==> config.mk <==
export PLATFORM = sky130hd
export DESIGN_NAME = pwm_dimmer_array
export DESIGN_NICKNAME = d
export VERILOG_FILES = /design/src/rtl/pwm_dimmer_pkg.sv /design/src/rtl/pwm_dimmer_array_btn_debounce.sv /design/src/rtl/pwm_dimmer_array.sv
export SDC_FILE = /design/constraint.sdc
export NUM_CORES = 1
export LEC_CHECK = 0
export BUFFER_PORTS_ARGS = -buffer_cell sky130_fd_sc_hd__buf_2
export CAP_MARGIN = 25
export CORE_ASPECT_RATIO = 1.2
export CORE_UTILIZATION = 55
export CTS_BUF_LIST = sky130_fd_sc_hd__clkbuf_16
export CTS_CLUSTER_SIZE = 12
export DETAILED_ROUTE_END_ITERATION = 16
export HOLD_SLACK_MARGIN = 0.02
export PLACE_DENSITY = 0.78
export SYNTH_ARGS = -nofsm -noshare
export SYNTH_HDL_FRONTEND = slang
export SYNTH_SLANG_ARGS = --single-unit
==> constraint.sdc <==
create_clock -name clk -period 2.49 [get_ports clk]
set_clock_uncertainty 0.05 [all_clocks]
set_input_delay 0.249 -clock clk [delete_from_list [all_inputs] [get_ports clk]]
set_output_delay 0.249 -clock clk [all_outputs]
set_load 0.03 [all_outputs]
==> src/rtl/pwm_dimmer_pkg.sv <==
// Shared constants and helpers for the PWM dimmer array.
//   CH_DEF, W_DEF, DEB_CYCLES_DEF : default parameter values
//   sel_width()                   : width of the channel-select port (at least 1)
package pwm_dimmer_pkg;

    localparam int CH_DEF         = 8;
    localparam int W_DEF          = 4;
    localparam int DEB_CYCLES_DEF = 500000;

    function automatic int sel_width(input int ch);
        return (ch <= 2) ? 1 : $clog2(ch);
    endfunction

endpackage

==> src/rtl/pwm_dimmer_array_btn_debounce.sv <==
// Push-button conditioner: 2-flop synchroniser, stability debouncer and
// press-edge pulse.
//   clk, rst_n : clock, asynchronous active-low reset
//   btn_n      : raw active-low button, asynchronous to clk
//   press      : one-cycle pulse when the debounced level goes active
module btn_debounce #(
    parameter int DEB_CYCLES = 500000
) (
    input  logic clk,
    input  logic rst_n,
    input  logic btn_n,
    output logic press
);

    localparam int CW = (DEB_CYCLES < 2) ? 1 : $clog2(DEB_CYCLES + 1);
    localparam logic [CW-1:0] CNT_END = CW'(DEB_CYCLES - 1);

    // Synchroniser holds the active-high level so reset (all zero) means idle.
    logic [1:0]    sync;
    logic          deb;
    logic [CW-1:0] cnt;

    always_ff @(posedge clk or negedge rst_n) begin
        if (!rst_n) begin
            sync  <= '0;
            deb   <= 1'b0;
            cnt   <= '0;
            press <= 1'b0;
        end else begin
            sync  <= {sync[0], ~btn_n};
            press <= 1'b0;
            if (sync[1] != deb) begin
                // Level must disagree for DEB_CYCLES cycles in a row; any
                // agreement in between restarts the count.
                if (cnt == CNT_END) begin
                    deb   <= sync[1];
                    cnt   <= '0;
                    press <= sync[1];
                end else begin
                    cnt <= cnt + 1'b1;
                end
            end else begin
                cnt <= '0;
            end
        end
    end

endmodule

==> src/rtl/pwm_dimmer_array.sv <==
// Array of CH PWM dimmers sharing one period counter. Two debounced buttons
// step the target of the selected channel; applied duties follow the targets
// only at period boundaries so a running period never glitches.
// Optional build macro: PWM_DIMMER_FADE_EN -- duties step one count per
// period toward the target instead of loading it directly.
//   clk, rst_n         : clock, asynchronous active-low reset
//   btn_up_n, btn_dn_n : raw active-low buttons
//   sel                : channel the buttons act on (>= CH selects none)
//   en                 : per-channel output enable
//   pwm                : per-channel PWM outputs
//   duty_o             : target of channel sel (0 if sel out of range)
//   period_o           : pulse on the last cycle of each period
module pwm_dimmer_array
    import pwm_dimmer_pkg::*;
#(
    parameter int CH         = CH_DEF,
    parameter int W          = W_DEF,
    parameter int DEB_CYCLES = DEB_CYCLES_DEF
) (
    input  logic                      clk,
    input  logic                      rst_n,
    input  logic                      btn_up_n,
    input  logic                      btn_dn_n,
    input  logic [sel_width(CH)-1:0]  sel,
    input  logic [CH-1:0]             en,
    output logic [CH-1:0]             pwm,
    output logic [W-1:0]              duty_o,
    output logic                      period_o
);

    // Period is 2^W-1 cycles so duty 2^W-1 can mean "always on".
    localparam logic [W-1:0] CNT_LAST = {{(W-1){1'b1}}, 1'b0};

    logic [W-1:0]         cnt;
    logic [CH-1:0][W-1:0] target;
    logic                 up_ev, dn_ev;
    logic                 sel_ok;

    btn_debounce #(.DEB_CYCLES(DEB_CYCLES)) u_deb_up (
        .clk(clk), .rst_n(rst_n), .btn_n(btn_up_n), .press(up_ev)
    );

    btn_debounce #(.DEB_CYCLES(DEB_CYCLES)) u_deb_dn (
        .clk(clk), .rst_n(rst_n), .btn_n(btn_dn_n), .press(dn_ev)
    );

    assign sel_ok   = (int'(sel) < CH);
    assign period_o = (cnt == CNT_LAST);
    assign duty_o   = sel_ok ? target[sel] : '0;

    always_ff @(posedge clk or negedge rst_n) begin
        if (!rst_n)        cnt <= '0;
        else if (period_o) cnt <= '0;
        else               cnt <= cnt + 1'b1;
    end

    // Simultaneous up and down cancel; both directions saturate.
    always_ff @(posedge clk or negedge rst_n) begin
        if (!rst_n) begin
            target <= '0;
        end else if (sel_ok && (up_ev ^ dn_ev)) begin
            if (up_ev && (target[sel] != '1))
                target[sel] <= target[sel] + 1'b1;
            else if (dn_ev && (target[sel] != '0))
                target[sel] <= target[sel] - 1'b1;
        end
    end

    for (genvar i = 0; i < CH; i++) begin : g_ch
        logic [W-1:0] duty;
        logic         pwm_r;

        always_ff @(posedge clk or negedge rst_n) begin
            if (!rst_n) begin
                duty  <= '0;
                pwm_r <= 1'b0;
            end else begin
                if (period_o) begin
`ifdef PWM_DIMMER_FADE_EN
                    if (duty < target[i])      duty <= duty + 1'b1;
                    else if (duty > target[i]) duty <= duty - 1'b1;
`else
                    duty <= target[i];
`endif
                end
                pwm_r <= en[i] && (cnt < duty);
            end
        end

        assign pwm[i] = pwm_r;
    end

endmodule

==> results.py <==
metrics = {
    "placed_design": {
        "hpwl_um": 8030,
        "post-place-ws_ps": -186,
        "finalWeightedCongestion": 0.833,
        "port_buffers": 27,
    },
    "sta": {
        "drv_slew": 0,
        "relSlewSlack_pct": 53.8,
        "tightest_slew_ps": 693,
        "hold_violations": 0,
        "setup_tns_ps": -364,
        "final.min_clock_period_ps": 2530,
        "post-route-period-util_pct": 102,
        "setup_viol": 16,
        "holdWs_ps": 29.7,
        "fmax_mhz": 396,
        "rsz0062_at_grt": "true",
        "setup_slack_ps": -38.1,
    },
    "min_path": {
        "hold_start": "en[6]",
        "hold_path.class": "input pin to register",
    },
    "clock_tree": {
        "clk_pin_slew_ps": 50,
        "worstSkewPairLatency_ps": 410,
        "cts_buffer_depth": 2,
        "htreeDepth": 4,
        "cts.sinks": 122,
        "cts-buffers-inserted": 17,
        "root_buffer": "clkbuf_16",
        "cts_tree": "yes",
    },
    "grt": {
        "grt_overflow_total": 0,
        "grt_pass1_vias": 4192,
        "antenna_found_initial": 0,
        "grt_max_degree": 123,
        "grtUsageTotal_pct": 23.5,
        "grt_pass1_wl_um": 20600,
    },
    "floorplanning": {
        "die_area_mm2": 0.0113,
        "start_util_pct": 56.7,
        "fp.dieW_um": 97.0,
        "die_h_um": 116,
        "io_pins": 28,
        "row_count": 41,
        "core_mm2": 0.0105,
    },
    "job": {
        "max-cap-violations": 0,
    },
    "final_layout": {
        "drive_gt1_share_pct": 21.5,
        "synthToLayoutAreaGrowth_pct": 20.3,
        "diodes": 0,
        "fin_nets": 663,
        "fin_util_pct": 68.2,
        "nFillCells": 732,
    },
    "route": {
        "drc": 0,
        "vias_per_cell": 5.51,
        "wl_um": 12100,
        "drt_iter0_markers": 251,
        "ant_nets": 0,
        "vias": 4190,
        "wl_per_cell_um": 15.9,
        "first_pass_iters": 5,
    },
    "power_and_ir_drop": {
        "power.leakage_nw": 3.51,
        "peakVddDrop_v": 0.000446,
        "power.density_mw_per_mm2": 624,
    },
    "worst_setup_path": {
        "cp-start-kind": "register",
        "crit_path_max_incr_delay_ps": 510,
        "crit_chain": "mux4_2 > mux2i_4 > buf_12 > inv_8 > ha_4 > nand2b_4 > o41ai_4 > a211oi_4 > buf_12 > mux2_4",
        "cp_data_arrival_time_ps": 2770,
        "cp-end-kind": "register",
        "crit_fanout": 8,
        "cp.required_ps": 2730,
        "slowest_stage": "mux4_2",
        "cpMostUsedCell": "buf_12",
        "critPathKind": "register to register",
    },
    "yosys": {
        "syn_area_mm2": 0.00596,
        "ys_seq_elements": 122,
        "syn_inst": 559,
        "seq_area_frac_synth_pct": 51.2,
        "ys_warn_count": 0,
        "synth_fp_nets": 602,
        "synth_ff_type": "dfrtp_1",
        "async_flop_share_pct": 100,
        "synth_edf_count": 0,
        "yosys.cell_types.count": 47,
        "avgSynthCellArea_um2": 10.7,
    },
    "outcome": {
        "outcome": "finished, violations left",
        "violations": "negative setup slack",
    },
}
-- logic make-up (layout without fill, tap and decap cells) --
group	after synthesis	count (layout)	share of synthesized area (%)
flip-flops	122	122	51.2
buffers and inverters	61	134	4.39
XOR/XNOR	37	37	5.44
adder cells (fa/ha/maj)	28	28	5.88
AND/OR/NAND/NOR	207	207	17.3
AO/OA/AOI/OAI	59	59	5.75
multiplexers	45	45	9.97
-- layout make-up --
| type | instances | area (µm²) | area share [%] |
|---|---|---|---|
| Inverter | 36 | 143 | 1.99 |
| Timing Repair Buffer | 67 | 483 | 6.74 |
| Multi-Input combinational cell | 376 | 2790 | 38.9 |
| Sequential cell | 122 | 3050 | 42.6 |
| Clock buffer | 17 | 425 | 5.93 |
| Tap cell | 129 | 161 | 2.25 |
| Clock inverter | 14 | 116 | 1.62 |
-- per-stage QoR --
step | instance area (µm²) | power, mW | std cells
detailed placement | 6480 | 2.24 | 725
finish | 7170 | 4.47 | 761
floorplan | 6070 | 2.15 | 559
global placement | 6480 | 2.24 | 725
CTS | 7150 | 4.50 | 761
global route | 7170 | 4.62 | 761
-- worst paths after layout --
path	endpoint	slack, ps	cells after the start
max in group asynchronous	u_deb_up.cnt[12]	1430	3
max	target[11]	-40	10
max reg2reg	target[11]	-40	10
min reg2reg	u_deb_dn.sync[1]	300	0
min	g_ch[6].pwm_r	30	2
min in group asynchronous	cnt[3]	390	3
-- registers in the layout, indices dropped and copies added (netlist names), named ones only --
register and flops:
u_deb_dn.sync 2, u_deb_dn.deb 1, u_deb_dn.cnt 19, g_ch.pwm_r 8
target 24, u_deb_up.press 1, cnt 4, g_ch.duty 32
u_deb_up.sync 2, u_deb_up.deb 1, u_deb_dn.press 1, u_deb_up.cnt 19
-- metal layers --
| metal | up-vias | track usage, % | routed length, µm |
|---|---|---|---|
| met3 | 19 | 6.03 | 466 |
| li1 | 2013 | - | - |
| met4 | 0 | 7.16 | 178 |
| met5 | - | 0 | 0 |
| met2 | 75 | 41.1 | 6370 |
| met1 | 2083 | 28.8 | 5090 |
-- cells in the mapped netlist (2+ instances only) --
cell type / number / share of area [%]
mux2_2: 3 / 0.57
mux2i_4: 2 / 0.76
nand4b_1: 3 / 0.44
inv_2: 2 / 0.13
buf_1: 2 / 0.13
nor2b_1: 12 / 1.3
nand3b_1: 2 / 0.25
nand4b_2: 2 / 0.50
nand4_1: 5 / 0.52
mux4_2: 6 / 2.3
and3_1: 4 / 0.42
nand3_1: 20 / 1.7
mux2_1: 32 / 6.0
dfrtp_1: 122 / 51
nor2_1: 52 / 3.3
nor3_1: 5 / 0.42
buf_4: 8 / 1.0
clkbuf_1: 13 / 0.82
ha_1: 28 / 5.9
o21ai_0: 38 / 3.2
a21oi_1: 10 / 0.84
xor2_1: 21 / 3.1
mux2i_1: 2 / 0.34
and3b_1: 10 / 1.5
and4_1: 3 / 0.44
buf_2: 2 / 0.17
nor4_1: 3 / 0.31
or2_2: 2 / 0.21
xnor2_1: 16 / 2.4
nand2b_1: 11 / 1.2
nand2_1: 69 / 4.3
inv_1: 34 / 2.1
-- critical path: cells and delay by family (launching register included) --
kind | cells | cell delay, ps
buffers and inverters | 3 | 320
and+or+nand+nor | 1 | 150
adders and majority gates | 1 | 140
muxes | 3 | 970
DFF | 1 | 400
AOI/OAI and AO/OA | 2 | 370
-- power by group --
group / switching, mW / internal [mW] / total [mW] / leakage [nW]
clock: 0.815 / 1.43 / 2.25 / 0.289
combinational: 0.120 / 0.0793 / 0.200 / 1.54
sequential: 0.0157 / 2.01 / 2.02 / 1.68
total: 0.952 / 3.52 / 4.47 / 3.51
-- cells in the final DEF (no fill, tap or decap), types with 12 or more instances in the layout --
cell type	netlist	layout
nand2_1	69	69
mux2_1	32	21
dfrtp_1	122	122
ha_1	28	26
nor2_1	52	52
xor2_1	21	21
clkbuf_16	0	17
buf_2	2	26
xnor2_1	16	16
nor2b_1	12	12
buf_4	8	35
o21ai_0	38	36
nand3_1	20	17
inv_1	34	35
-- repair_timing --
| item | in CTS | in global routing |
|---|---|---|
| pin swaps | 4 | 5 |
| buffers inserted | 3 | 2 |
| gates resized for setup | 11 | 4 |
| hold buffers | 3 | 0 |
| hold endpoints to repair | 124 | 0 |
| setup endpoints to repair | 32 | 32 |
No activity file was read; power rests on OpenSTA's default activity.
